**src/rtl/uart_rx_deframer.sv**
```systemverilog
// Frame parser behind a UART receiver: SOF, LEN, payload, XOR checksum; payload released on a valid/ready stream.
// Optional inter-byte timeout enabled by defining UART_RX_DEFRAMER_TIMEOUT_EN.
module uart_rx_deframer #(
   parameter logic [7:0] SOF_BYTE     = 8'hA5,
   parameter int         MAX_LEN      = 16,
   parameter int         TIMEOUT_CLKS = 1000
) (
   input  logic       clk,
   input  logic       rst,
   input  logic [7:0] rx_d_i,
   input  logic       rx_done_i,
   output logic [7:0] m_data_o,
   output logic       m_valid_o,
   output logic       m_last_o,
   input  logic       m_ready_i,
   output logic       frame_ok_o,
   output logic       frame_err_o,
   output logic [1:0] err_code_o,
   output logic [7:0] drop_cnt_o,
   output logic       busy_o
);

   localparam int PTR_W = (MAX_LEN > 1) ? $clog2(MAX_LEN) : 1;

   if (MAX_LEN < 2 || MAX_LEN > 256 || TIMEOUT_CLKS < 1) begin : g_bad_param
      $error("uart_rx_deframer: parameter out of range");
   end

   typedef enum logic [2:0] {S_HUNT, S_LEN, S_PAYLOAD, S_CSUM, S_DRAIN} state_t;

   state_t           r_state, w_state_nxt;
   logic [7:0]       r_len;
   logic [7:0]       r_csum;
   logic [PTR_W-1:0] r_wr_ptr;
   logic [PTR_W-1:0] r_rd_ptr;
   logic [7:0]       r_buf [MAX_LEN];
   logic             r_ok;
   logic             r_err;
   logic [1:0]       r_code;
   logic [7:0]       r_drop;

   logic       w_ok_set;
   logic       w_err_set;
   logic [1:0] w_code_nxt;
   logic [8:0] w_len_m1;
   logic       w_len_ok;
   logic       w_wr_last;
   logic       w_rd_last;
   logic       w_xfer;
   logic       w_active;
   logic       w_tmo_exp;

   assign w_len_m1  = {1'b0, r_len} - 9'd1;
   assign w_len_ok  = (rx_d_i != 8'd0) && ({1'b0, rx_d_i} <= 9'(MAX_LEN));
   assign w_wr_last = ({{(9-PTR_W){1'b0}}, r_wr_ptr} == w_len_m1);
   assign w_rd_last = ({{(9-PTR_W){1'b0}}, r_rd_ptr} == w_len_m1);
   assign w_active  = (r_state == S_LEN) || (r_state == S_PAYLOAD) || (r_state == S_CSUM);
   assign w_xfer    = m_valid_o & m_ready_i;

`ifdef UART_RX_DEFRAMER_TIMEOUT_EN
   localparam int TMO_W = $clog2(TIMEOUT_CLKS + 1);
   logic [TMO_W-1:0] r_tmo;

   // Reloads on every received byte, so a strobe on the expiry cycle always wins.
   always_ff @(posedge clk) begin
      if (rst) begin
         r_tmo <= '0;
      end else if (rx_done_i) begin
         r_tmo <= TMO_W'(TIMEOUT_CLKS);
      end else if (w_active && r_tmo != '0) begin
         r_tmo <= r_tmo - TMO_W'(1);
      end
   end

   assign w_tmo_exp = w_active && !rx_done_i && (r_tmo == TMO_W'(1));
`else
   assign w_tmo_exp = 1'b0;
`endif

   always_ff @(posedge clk) begin
      if (rst) begin
         r_state <= S_HUNT;
      end else begin
         r_state <= w_state_nxt;
      end
   end

   always_comb begin
      w_state_nxt = r_state;
      w_ok_set    = 1'b0;
      w_err_set   = 1'b0;
      w_code_nxt  = r_code;
      unique case (r_state)
         S_HUNT: begin
            if (rx_done_i && rx_d_i == SOF_BYTE) w_state_nxt = S_LEN;
         end
         S_LEN: begin
            if (rx_done_i) begin
               if (w_len_ok) begin
                  w_state_nxt = S_PAYLOAD;
               end else begin
                  w_state_nxt = S_HUNT;
                  w_err_set   = 1'b1;
                  w_code_nxt  = 2'd1;
               end
            end
         end
         S_PAYLOAD: begin
            if (rx_done_i && w_wr_last) w_state_nxt = S_CSUM;
         end
         S_CSUM: begin
            if (rx_done_i) begin
               if (rx_d_i == r_csum) begin
                  w_state_nxt = S_DRAIN;
                  w_ok_set    = 1'b1;
               end else begin
                  w_state_nxt = S_HUNT;
                  w_err_set   = 1'b1;
                  w_code_nxt  = 2'd2;
               end
            end
         end
         S_DRAIN: begin
            if (w_xfer && w_rd_last) w_state_nxt = S_HUNT;
         end
         default: w_state_nxt = S_HUNT;
      endcase
      if (w_tmo_exp) begin
         w_state_nxt = S_HUNT;
         w_err_set   = 1'b1;
         w_code_nxt  = 2'd3;
      end
   end

   always_ff @(posedge clk) begin
      if (rst) begin
         r_ok   <= 1'b0;
         r_err  <= 1'b0;
         r_code <= 2'd0;
         r_drop <= 8'd0;
      end else begin
         r_ok   <= w_ok_set;
         r_err  <= w_err_set;
         r_code <= w_code_nxt;
         // The receiver cannot stall, so bytes landing while draining are lost.
         if (r_state == S_DRAIN && rx_done_i && r_drop != 8'hFF) r_drop <= r_drop + 8'd1;
      end
   end

   // Frame datapath needs no reset: every field is initialised by the SOF/LEN bytes.
   always_ff @(posedge clk) begin
      if (rx_done_i) begin
         unique case (r_state)
            S_HUNT: begin
               r_wr_ptr <= '0;
               r_csum   <= 8'd0;
            end
            S_LEN: begin
               r_len  <= rx_d_i;
               r_csum <= rx_d_i;
            end
            S_PAYLOAD: begin
               r_buf[r_wr_ptr] <= rx_d_i;
               r_csum          <= r_csum ^ rx_d_i;
               if (!w_wr_last) r_wr_ptr <= r_wr_ptr + PTR_W'(1);
            end
            S_CSUM:  r_rd_ptr <= '0;
            default: ;
         endcase
      end
      if (w_xfer && !w_rd_last) r_rd_ptr <= r_rd_ptr + PTR_W'(1);
   end

   assign m_valid_o   = (r_state == S_DRAIN);
   assign m_data_o    = m_valid_o ? r_buf[r_rd_ptr] : 8'd0;
   assign m_last_o    = m_valid_o && w_rd_last;
   assign frame_ok_o  = r_ok;
   assign frame_err_o = r_err;
   assign err_code_o  = r_code;
   assign drop_cnt_o  = r_drop;
   assign busy_o      = (r_state != S_HUNT);

endmodule
```
**config.mk**
```make
export PLATFORM = sky130hd
export DESIGN_NAME = uart_rx_deframer
export DESIGN_NICKNAME = d
export VERILOG_FILES = /design/src/rtl/uart_rx_deframer.sv
export SDC_FILE = /design/constraint.sdc
export NUM_CORES = 1
export LEC_CHECK = 0
export CORE_MARGIN = 4
export CORE_UTILIZATION = 60
export DETAILED_ROUTE_END_ITERATION = 12
export DONT_BUFFER_PORTS = 1
export PLACE_DENSITY_LB_ADDON = 0.25
export SLEW_MARGIN = 20
export SYNTH_ARGS = -nofsm -noshare
export SYNTH_HDL_FRONTEND = slang
export SYNTH_SLANG_ARGS = --single-unit
```
**constraint.sdc**
```tcl
create_clock -name clk -period 2.75 [get_ports clk]
set_input_delay 0.275 -clock clk [delete_from_list [all_inputs] [get_ports clk]]
set_output_delay 0.275 -clock clk [all_outputs]
set_load 0.005 [all_outputs]
```
==> impl_metrics.env <==
export IMPL_setup_violations=0
export IMPL_wl_met3_mm=1.09
export IMPL_cts_tree="done"
export IMPL_initialDrtViolationCount=336
export IMPL_post_cts_resized=0
export IMPL_grt_total_usage_pct=23.3
export IMPL_syn_nets=438
export IMPL_final_layout_size_suffix_gt1_share_pct=20.4
export IMPL_final_common_cell="edfxtp_1"
export IMPL_fin_nets=468
export IMPL_ys_warn_count=0
export IMPL_pin_count=35
export IMPL_timing_hold_violations_final=0
export IMPL_power_frac_seq_pct=55.9
export IMPL_worstMarginPinSlew_ns=0.684
export IMPL_yosys_most_used_dff="edfxtp_1"
export IMPL_num_rows=39
export IMPL_io_buffers=0
export IMPL_syn_cell_area_um2=7140
export IMPL_fmax_mhz=389
export IMPL_grt_pass1_vias=3941
export IMPL_p_int_uw=4080
export IMPL_synth_edff_count=152
export IMPL_layout_setup_ws_ns=0.177
export IMPL_postCtsSetupBuffers=0
export IMPL_pwr_share_comb_pct=1.6
export IMPL_clkLatencyLatePin_ns=0.42
export IMPL_drtAntennaViolNets=0
export IMPL_ctsHtreeMaxLevel=4
export IMPL_fill_cells=736
export IMPL_vias=3830
export IMPL_cp_max_fo=32
export IMPL_cts_sinks=171
export IMPL_ir_drop_mv=0.473
export IMPL_grt_max_degree=33
export IMPL_critPathKind="reg2out"
export IMPL_cts_buffers=17
export IMPL_wl_met1_mm=5.76
export IMPL_grt_ovfl_total=0
export IMPL_syn_inst=419
export IMPL_critPathLaunchType="flop"
export IMPL_crit_arrival_ns=2.30
export IMPL_maxSlewViolCount=0
export IMPL_p_clk_share_pct=42.5
export IMPL_cts_clk_slew_worst_paths_ns=0.06
export IMPL_end_kind="output port"
export IMPL_grt_first_pass_wirelength_mm=22.4
export IMPL_vias_per_cell=6.35
export IMPL_hp_class="in2reg"
export IMPL_top_layer_used="met4"
export IMPL_hold_buffers=9
export IMPL_holdWs_ns=0.0239
export IMPL_powerDensity_nw_per_um2=633
export IMPL_timing_final_crit_share_pct=93.6
export IMPL_cap_violations=0
export IMPL_dieArea_um2=13700
export IMPL_wl_per_cell_um=24.1
export IMPL_drc=0
export IMPL_regArea_um2=4950
export IMPL_chipHeight_um=117
export IMPL_antenna_found_initial=1
export IMPL_routabilityCongestion=0.855
export IMPL_coreArea_um2=11500
export IMPL_period_needed_ns=2.57
export IMPL_yosysUniqueCellTypes=39
export IMPL_switching_share_pct=19.7
export IMPL_drt_wl_total_mm=14.5
export IMPL_multiInputGateArea_um2=2060
export IMPL_dr_pass1_iters=6
export IMPL_die_w_um=117
export IMPL_clockRootBuffer="clkbuf_16"
export IMPL_hpwl_mm=8.70
export IMPL_dp_slack_ns=0.340
export IMPL_start_util_pct=62.0
export IMPL_cts_path_max_buffers=2
export IMPL_mostFrequentLayoutCells="152 x edfxtp_1, 40 x mux4_2, 39 x nor2_1"
export IMPL_switching_power_uw=997
export IMPL_diodes=0
export IMPL_area_delta_synth_final_pct=12.2
export IMPL_synth_seq_area_share_pct=69.2
export IMPL_leakagePower_uw=0.00274
export IMPL_max_slew_margin_pct=54.3
export IMPL_skew_ns=0.00883
export IMPL_rsz0062_at_grt="no"
export IMPL_status="finished clean"
export IMPL_syn_avg_cell_area_um2=17.0
export IMPL_cp_required_ns=2.48
export IMPL_ys_async_sr_fraction_pct=0
export IMPL_dr_wl_met2_mm=7.46
export IMPL_setup_tns_ns=0
export IMPL_ys_seq_elements=171
## power by group through the flow
stage                     registers [µW]  logic, µW  clock network [µW]
after floorplan                     2890       34.4                   0
after global placement              2890       33.7                   0
after detailed placement            2890       35.6                   0
after CTS                           2840       79.1                2180
after global routing                2840       87.2                2310
final                               2840       80.0                2160
## cells in the mapped netlist (2+ instances only)
| cell | instances | area (µm²) |
|---|---|---|
| a21o_1 | 5 | 37.5 |
| xnor2_1 | 14 | 123 |
| nand2b_1 | 2 | 12.5 |
| a31oi_1 | 2 | 12.5 |
| edfxtp_1 | 152 | 4560 |
| ha_1 | 7 | 87.6 |
| and3_1 | 7 | 43.8 |
| dfxtp_1 | 19 | 380 |
| nor4_1 | 8 | 50.1 |
| and2_1 | 9 | 56.3 |
| nand4_1 | 4 | 25.0 |
| xor2_1 | 17 | 149 |
| buf_6 | 3 | 33.8 |
| inv_1 | 11 | 41.3 |
| clkbuf_1 | 8 | 30.0 |
| buf_2 | 4 | 20.0 |
| or3_1 | 2 | 12.5 |
| nand2_1 | 17 | 63.8 |
| a22oi_1 | 7 | 52.6 |
| a211oi_1 | 2 | 15.0 |
| nor2b_1 | 4 | 25.0 |
| nor4_2 | 2 | 25.0 |
| nand3_1 | 7 | 35.0 |
| a21oi_1 | 5 | 25.0 |
| nor2_1 | 39 | 146 |
| nor3_1 | 7 | 35.0 |
| mux4_2 | 40 | 901 |
| buf_1 | 4 | 15.0 |
## path summary, 6_finish.rpt
kind	slack [ns]	endpoint	cells past startpoint	startpoint
min	0.02	frame_ok_o$_SDFF_PP0_	1	rx_done_i
max	0.18	m_data_o[7]	4	flop
min reg2reg	0.51	err_code_o[0]$_SDFFE_PP0P_	2	err_code_o[0]$_SDFFE_PP0P_
max reg2reg	0.30	r_rd_ptr[2]$_DFFE_PN_	8	r_len[0]$_DFFE_PP_
## state kept, by name (all words and copies together) (netlist names), named ones only
name	cells
drop_cnt_o	8
frame_err_o	1
err_code_o	2
r_state	3
r_buf	128
r_len	8
r_wr_ptr	4
frame_ok_o	1
r_rd_ptr	4
r_csum	8
## through the flow
step                utilization, %  std cells  total power, µW  cell area [µm²]
floorplan                        -        419             2920             7140
global placement              64.2        564             2930             7390
detailed placement            64.2        564             2930             7390
CTS                           69.6        603             5100             8010
global route                  69.6        603             5230             8010
finish                        69.6        603             5070             8010
## layer usage
metal / GRT usage [%] / vias up
met5: 0 / -
met4: 7.57 / 0
met3: 6.22 / 20
met2: 38.8 / 176
met1: 30.3 / 1941
li1: - / 1693
## layout make-up
class,count,share of cell area [%]
clock inverter,13,1.33
multi-input combinational,218,25.7
tap,143,2.23
sequential,171,61.7
clock buffer,17,5.31
inverter,11,0.515
timing repair buffer,30,3.25
## logic make-up after synthesis
group,synth area share [%]
AOI/OAI and AO/OA,3.00
xor gates and xnor gates,4.03
adders and majority gates,1.23
buffers and inverters,1.96
DFF,69.2
muxes,12.8
and+or+nand+nor,7.78
## critical path, cell delays in order, from the launching register on
cell and delay [ns]:
dfxtp_2 0.34, buf_12 0.25, mux4_2 0.58, mux4_2 0.49, and2_1 0.19
Note: power is estimated with default switching activity, not from simulation.
